### config.mk
export PLATFORM = sky130hd
export DESIGN_NAME = pixel_fade_ctrl
export DESIGN_NICKNAME = d
export VERILOG_FILES = /design/src/rtl/pixel_fade_ctrl.sv
export SDC_FILE = /design/constraint.sdc
export NUM_CORES = 1
export LEC_CHECK = 0
export ABC_AREA = 1
export BUFFER_PORTS_ARGS = -buffer_cell sky130_fd_sc_hd__clkbuf_2
export CORE_ASPECT_RATIO = 1.75
export CORE_UTILIZATION = 55
export CTS_CLUSTER_DIAMETER = 120
export CTS_CLUSTER_SIZE = 12
export DETAILED_ROUTE_END_ITERATION = 10
export PLACE_DENSITY = 0.9
export SLEW_MARGIN = 20
export SYNTH_ARGS = -nofsm -noshare
export SYNTH_HDL_FRONTEND = slang
export SYNTH_HIERARCHICAL = 1
export SYNTH_SLANG_ARGS = --single-unit
### constraint.sdc
create_clock -name clk -period 4.9 [get_ports clk]
set_input_delay 0 -clock clk [delete_from_list [all_inputs] [get_ports clk]]
set_output_delay 0 -clock clk [all_outputs]
set_load 0.01 [all_outputs]
### src/rtl/pixel_fade_ctrl.sv
// rtl/pixel_fade_ctrl.sv - brightness fade sequencer around a saturating 4-bit RGB shader
// Optional fade_done pulse output: define PIXEL_FADE_DONE_PULSE_EN.

module pixel_shader_4bit (
  input  logic [3:0] red_in,
  input  logic [3:0] green_in,
  input  logic [3:0] blue_in,
  input  logic [3:0] bright,
  output logic [3:0] red_out,
  output logic [3:0] green_out,
  output logic [3:0] blue_out
);

  function automatic logic [3:0] sat_add(input logic [3:0] a, input logic [3:0] b);
    logic [4:0] s;
    s = {1'b0, a} + {1'b0, b};
    return s[4] ? 4'hF : s[3:0];
  endfunction

  assign red_out   = sat_add(red_in, bright);
  assign green_out = sat_add(green_in, bright);
  assign blue_out  = sat_add(blue_in, bright);

endmodule

module pixel_fade_ctrl #(
  parameter int STEP_W     = 8,
  parameter int MAX_BRIGHT = 15
) (
  input  logic              clk,
  input  logic              rst,
  input  logic              pix_valid,
  output logic              pix_ready,
  input  logic [3:0]        red_in,
  input  logic [3:0]        green_in,
  input  logic [3:0]        blue_in,
  input  logic              pix_last,
  output logic              out_valid,
  input  logic              out_ready,
  output logic [3:0]        red_out,
  output logic [3:0]        green_out,
  output logic [3:0]        blue_out,
  output logic              out_last,
  input  logic              fade_start,
  input  logic [3:0]        fade_target,
  input  logic [STEP_W-1:0] fade_step_frames,
  input  logic              bright_set,
  input  logic [3:0]        bright_val,
  output logic [3:0]        bright_level,
  output logic              fade_busy
`ifdef PIXEL_FADE_DONE_PULSE_EN
  ,
  output logic              fade_done
`endif
);

  localparam logic [3:0] MAX_L = 4'(MAX_BRIGHT);

  typedef enum logic [1:0] {IDLE, FADE_UP, FADE_DOWN} state_t;

  state_t              state;
  logic [3:0]          target;
  logic [STEP_W-1:0]   period;
  logic [STEP_W-1:0]   frame_cnt;
  logic                accept;
  logic [3:0]          shade_r, shade_g, shade_b;
  logic [3:0]          start_tgt;
  logic [STEP_W-1:0]   start_per;
  logic [3:0]          next_lvl;
  logic                step_now;
  logic                done_set;

  function automatic logic [3:0] clamp(input logic [3:0] v);
    return (v > MAX_L) ? MAX_L : v;
  endfunction

  assign pix_ready = !out_valid || out_ready;
  assign accept    = pix_valid && pix_ready;
  assign start_tgt = clamp(fade_target);
  assign start_per = (fade_step_frames == '0) ? STEP_W'(1) : fade_step_frames;

  pixel_shader_4bit u_shader (
    .red_in    (red_in),
    .green_in  (green_in),
    .blue_in   (blue_in),
    .bright    (bright_level),
    .red_out   (shade_r),
    .green_out (shade_g),
    .blue_out  (shade_b)
  );

  always_comb begin
    next_lvl = bright_level;
    if (state == FADE_UP && bright_level < MAX_L)
      next_lvl = bright_level + 4'd1;
    else if (state == FADE_DOWN && bright_level != 4'd0)
      next_lvl = bright_level - 4'd1;
  end

  // A level step happens only on the last beat of the P-th frame since the previous step.
  assign step_now = (state != IDLE) && accept && pix_last && (frame_cnt == period - STEP_W'(1));

  assign done_set = ((state == IDLE) && fade_start && (start_tgt == bright_level))
                 || (step_now && (next_lvl == target));

  always_ff @(posedge clk) begin
    if (rst) begin
      out_valid <= 1'b0;
      red_out   <= 4'd0;
      green_out <= 4'd0;
      blue_out  <= 4'd0;
      out_last  <= 1'b0;
    end else if (accept) begin
      out_valid <= 1'b1;
      red_out   <= shade_r;
      green_out <= shade_g;
      blue_out  <= shade_b;
      out_last  <= pix_last;
    end else if (out_ready) begin
      out_valid <= 1'b0;
    end
  end

  always_ff @(posedge clk) begin
    if (rst) begin
      state        <= IDLE;
      bright_level <= 4'd0;
      fade_busy    <= 1'b0;
      frame_cnt    <= '0;
      target       <= 4'd0;
      period       <= '0;
    end else begin
      case (state)
        IDLE: begin
          if (fade_start) begin
            target    <= start_tgt;
            period    <= start_per;
            frame_cnt <= '0;
            if (start_tgt > bright_level) begin
              state     <= FADE_UP;
              fade_busy <= 1'b1;
            end else if (start_tgt < bright_level) begin
              state     <= FADE_DOWN;
              fade_busy <= 1'b1;
            end
          end else if (bright_set) begin
            bright_level <= clamp(bright_val);
          end
        end
        FADE_UP, FADE_DOWN: begin
          if (accept && pix_last) begin
            if (step_now) begin
              frame_cnt    <= '0;
              bright_level <= next_lvl;
              if (next_lvl == target) begin
                state     <= IDLE;
                fade_busy <= 1'b0;
              end
            end else begin
              frame_cnt <= frame_cnt + STEP_W'(1);
            end
          end
        end
        default: begin
          state     <= IDLE;
          fade_busy <= 1'b0;
        end
      endcase
    end
  end

`ifdef PIXEL_FADE_DONE_PULSE_EN
  always_ff @(posedge clk) begin
    if (rst) fade_done <= 1'b0;
    else     fade_done <= done_set;
  end
`else
  logic unused_done;
  assign unused_done = done_set;
`endif

endmodule

==> flow_summary.toml <==
[outcome]
run_status = "finished with violations"
violations = "DRC"

[worst_setup_path]
crit_slowest_cell = "dfxtp_1"
start_kind = "flop"
crit_required_ns = 5.14
cp_common_cell = "a21oi_1"
path_class = "reg -> reg"
regToRegSetupSlack_ns = 2.65
path_delay_family = "compound AO/OA/AOI/OAI gates"
ff2ff_path_depth = 8
cp_cell_sequence = "inv_1 -> ha_1 -> a21oi_1 -> nand2_1 -> a31o_2 -> a21oi_4 -> nand3_1 -> a21oi_1"
cp.arrival_ns = 2.49
r2r_end = "state[1]$_SDFFE_PP0P_"
path_buf_inv = 1
r2r-start = "bright_level[3]$_SDFFE_PP0P_"
end_kind = "flop"
path_max_fanout = 10
crit_path_max_incr_delay_ns = 0.63

[final_layout]
final_nets = 556
final_util_pct = 65.0
fill_cells = 484
final_cell_mix = "nand2_1 (99), clkbuf_2 (54), inv_1 (50)"
layout-area-overhead-vs-synth_pct = 14.5
layout_commonest_cell = "nand2_1"
drive_gt1_share_pct = 21.6
num_antenna_cells = 0
fin_cells = 551

[pwr]
p_per_area_nw_per_um2 = 482
p_int_mw = 0.886
leakagePower_nw = 1.76
swShare_pct = 46.2
power_mw = 1.65
seq_power_share_pct = 29.0
power_frac_comb_pct = 53.5
peakVddDrop_mv = 0.214
power.share.clock_pct = 17.5
p_switching_mw = 0.760

[global_routing]
grt_pass1_vias = 2817
grt_use_total_pct = 26.4
grt_start_max_net_pins = 29
antenna_found_initial = 0
grt_first_pass_wirelength_um = 11800
overflow = 0

[clock_tree]
numCtsBuffers = 5
cts_tree = "built"
clockBufferDepth = 2
root_buffer = "clkbuf_8"
htree_levels = 2
clock-sinks = 41
path_clk_slew_ns = 0.09
clock_latency_ns = 0.30

[synth]
synth_warnings = 6
synthCells = 439
syn_nets = 500
ys_top_cells_by_area = "dfxtp_1 (28%), nand2_1 (12%), ha_1 (9.6%)"
synth-edff-count = 0
synth_seq_cells = 41
yosysTopAreaCell = "dfxtp_1"
syn_avg_cell_area_sq_um = 6.79
synth.distinct_cells = 34
async_flop_share_pct = 0
netlist_area_sq_um = 2980
seq_area_frac_synth_pct = 27.5
yosysTopAreaCellShare_pct = 27.5
synth_ff_type = "dfxtp_1"

[placement]
hpwl_um = 5710
place.gp.congestion = 0.896
io_buffers = 54
dp_slack_ns = 2.68
dp_cells = 540

[route]
vias = 2990
drt_iter0_drc = 118
drt_first_pass_iters = 8
drt-wirelength-per-cell_um = 13.3
vias_per_cell = 5.43
drcViolationCount = 4
ant_nets = 0
wirelength_um = 7300

[sta]
finalClockSkew_ns = 0.0155
min_period_over_period_pct = 45.9
setup_slack_ns = 2.65
hold_viol = 0
finalMaxSlewViolations = 0
tightest_slew_ns = 0.758
setup_tns_ns = 0
fin_crit_ns = 2.25
setup_viol = 0
relSlewSlack_pct = 49.4
fmax_ghz = 0.444
rsz0062_at_grt = "false"

[floorplan]
core-area_sq_um = 5260
die_area_sq_um = 5730
ios = 55
rows = 35
die_w_um = 57.7
start_util_pct = 56.8
dieHeight_um = 99.4

[worst_hold_path]
hp-start = "fade_step_frames[4]"
holdPathStages = 3
hold_path_end = "period[4]$_SDFFE_PP0P_"
min_path_type = "in -> reg"

[job]
drv_cap = 0
[metrics by stage]
step	area (sq um)	hold slack, ns
after floorplan	2980	0.0691
after global placement	3270	0.282
after detailed placement	3270	0.285
after CTS	3410	0.000978
after global routing	3410	0.0268
final	3410	0.00609
[power groups by stage]
| stage | combinational, mW | sequential (mW) | clock (mW) |
|---|---|---|---|
| 3_3_place_gp | 0.840 | 0.481 | 0 |
| 2_1_floorplan | 0.695 | 0.470 | 0 |
| 6_report | 0.881 | 0.477 | 0.288 |
| 5_1_grt | 0.988 | 0.484 | 0.300 |
| 4_1_cts | 0.876 | 0.476 | 0.290 |
| 3_5_place_dp | 0.867 | 0.483 | 0 |
[synthesized netlist by cell type (2+ instances only)]
| master | instances |
|---|---|
| nand2_4 | 5 |
| clkbuf_1 | 6 |
| nor2_2 | 6 |
| xnor2_1 | 2 |
| dfxtp_1 | 41 |
| or2_1 | 3 |
| nand3_2 | 5 |
| a211oi_1 | 2 |
| xor2_1 | 10 |
| o21ai_0 | 33 |
| nand3_1 | 37 |
| or2_2 | 2 |
| nand2_1 | 99 |
| ha_1 | 23 |
| a21oi_1 | 26 |
| inv_2 | 9 |
| nor3_1 | 3 |
| fa_1 | 3 |
| nor2_4 | 3 |
| inv_1 | 50 |
| nor2_1 | 49 |
| nand2_2 | 10 |
[per-layer routing]
layer | wire (um) | vias to the layer above | GRT usage (%)
met5 | 0 | - | 0
met4 | 330 | 0 | 16.7
met3 | 243 | 26 | 3.25
met2 | 3960 | 79 | 50.4
met1 | 2770 | 1366 | 25.5
li1 | - | 1519 | -
[registers in the layout, summed over array words and instances (netlist names)]
register,flops
fade_busy,1
out_valid,1
state,2
red_out,4
bright_level,4
out_last,1
blue_out,4
frame_cnt,8
target,4
green_out,4
period,8
[timing repair]
item | CTS | global route
hold buffers | 3 | 0
buffers inserted | 0 | 0
hold endpoints to repair | 7 | 0
resized for setup | 0 | 0
[cells by family (layout without fill, tap and decap cells)]
group / Yosys count / in the layout / synth area share, %
compound gates: 66 / 66 / 11.9
xor+xnor: 12 / 12 / 3.52
fa+ha+maj: 26 / 26 / 11.7
buf+inv: 67 / 124 / 9.23
flops: 41 / 41 / 27.5
simple gates: 227 / 227 / 36.2
[how the worst max path moves through the flow]
stage | startpoint | endpoint | slack [ns] | depth (start not counted)
3_5_place_dp | bright_level[3]$_SDFFE_PP0P_ | state[1]$_SDFFE_PP0P_ | 2.68 | 9
5_1_grt | bright_level[3]$_SDFFE_PP0P_ | state[1]$_SDFFE_PP0P_ | 2.48 | 10
2_1_floorplan | bright_level[3]$_SDFFE_PP0P_ | fade_busy$_SDFFE_PP0P_ | 2.99 | 11
6_report | bright_level[3]$_SDFFE_PP0P_ | state[1]$_SDFFE_PP0P_ | 2.65 | 8
3_3_place_gp | bright_level[3]$_SDFFE_PP0P_ | state[1]$_SDFFE_PP0P_ | 2.73 | 11
4_1_cts | bright_level[3]$_SDFFE_PP0P_ | state[1]$_SDFFE_PP0P_ | 2.64 | 8
[tightest hold or removal path, delay by kind of cell]
| kind | cells | cell delay, ns |
|---|---|---|
| AO/OA/AOI/OAI | 2 | 0.18 |
| buffers and inverters | 1 | 0.09 |
[area by class of cell]
| class | instances | area (sq um) | share of cell area (%) |
|---|---|---|---|
| clock buffer | 7 | 86.3 | 2.53 |
| clock inverter | 1 | 30.0 | 0.879 |
| inverter | 59 | 221 | 6.49 |
| multi-input combinational | 331 | 1890 | 55.3 |
| sequential | 41 | 821 | 24.0 |
| tap | 55 | 68.8 | 2.02 |
| timing repair buffer | 57 | 300 | 8.79 |
No activity file was read; power rests on OpenSTA's default activity.
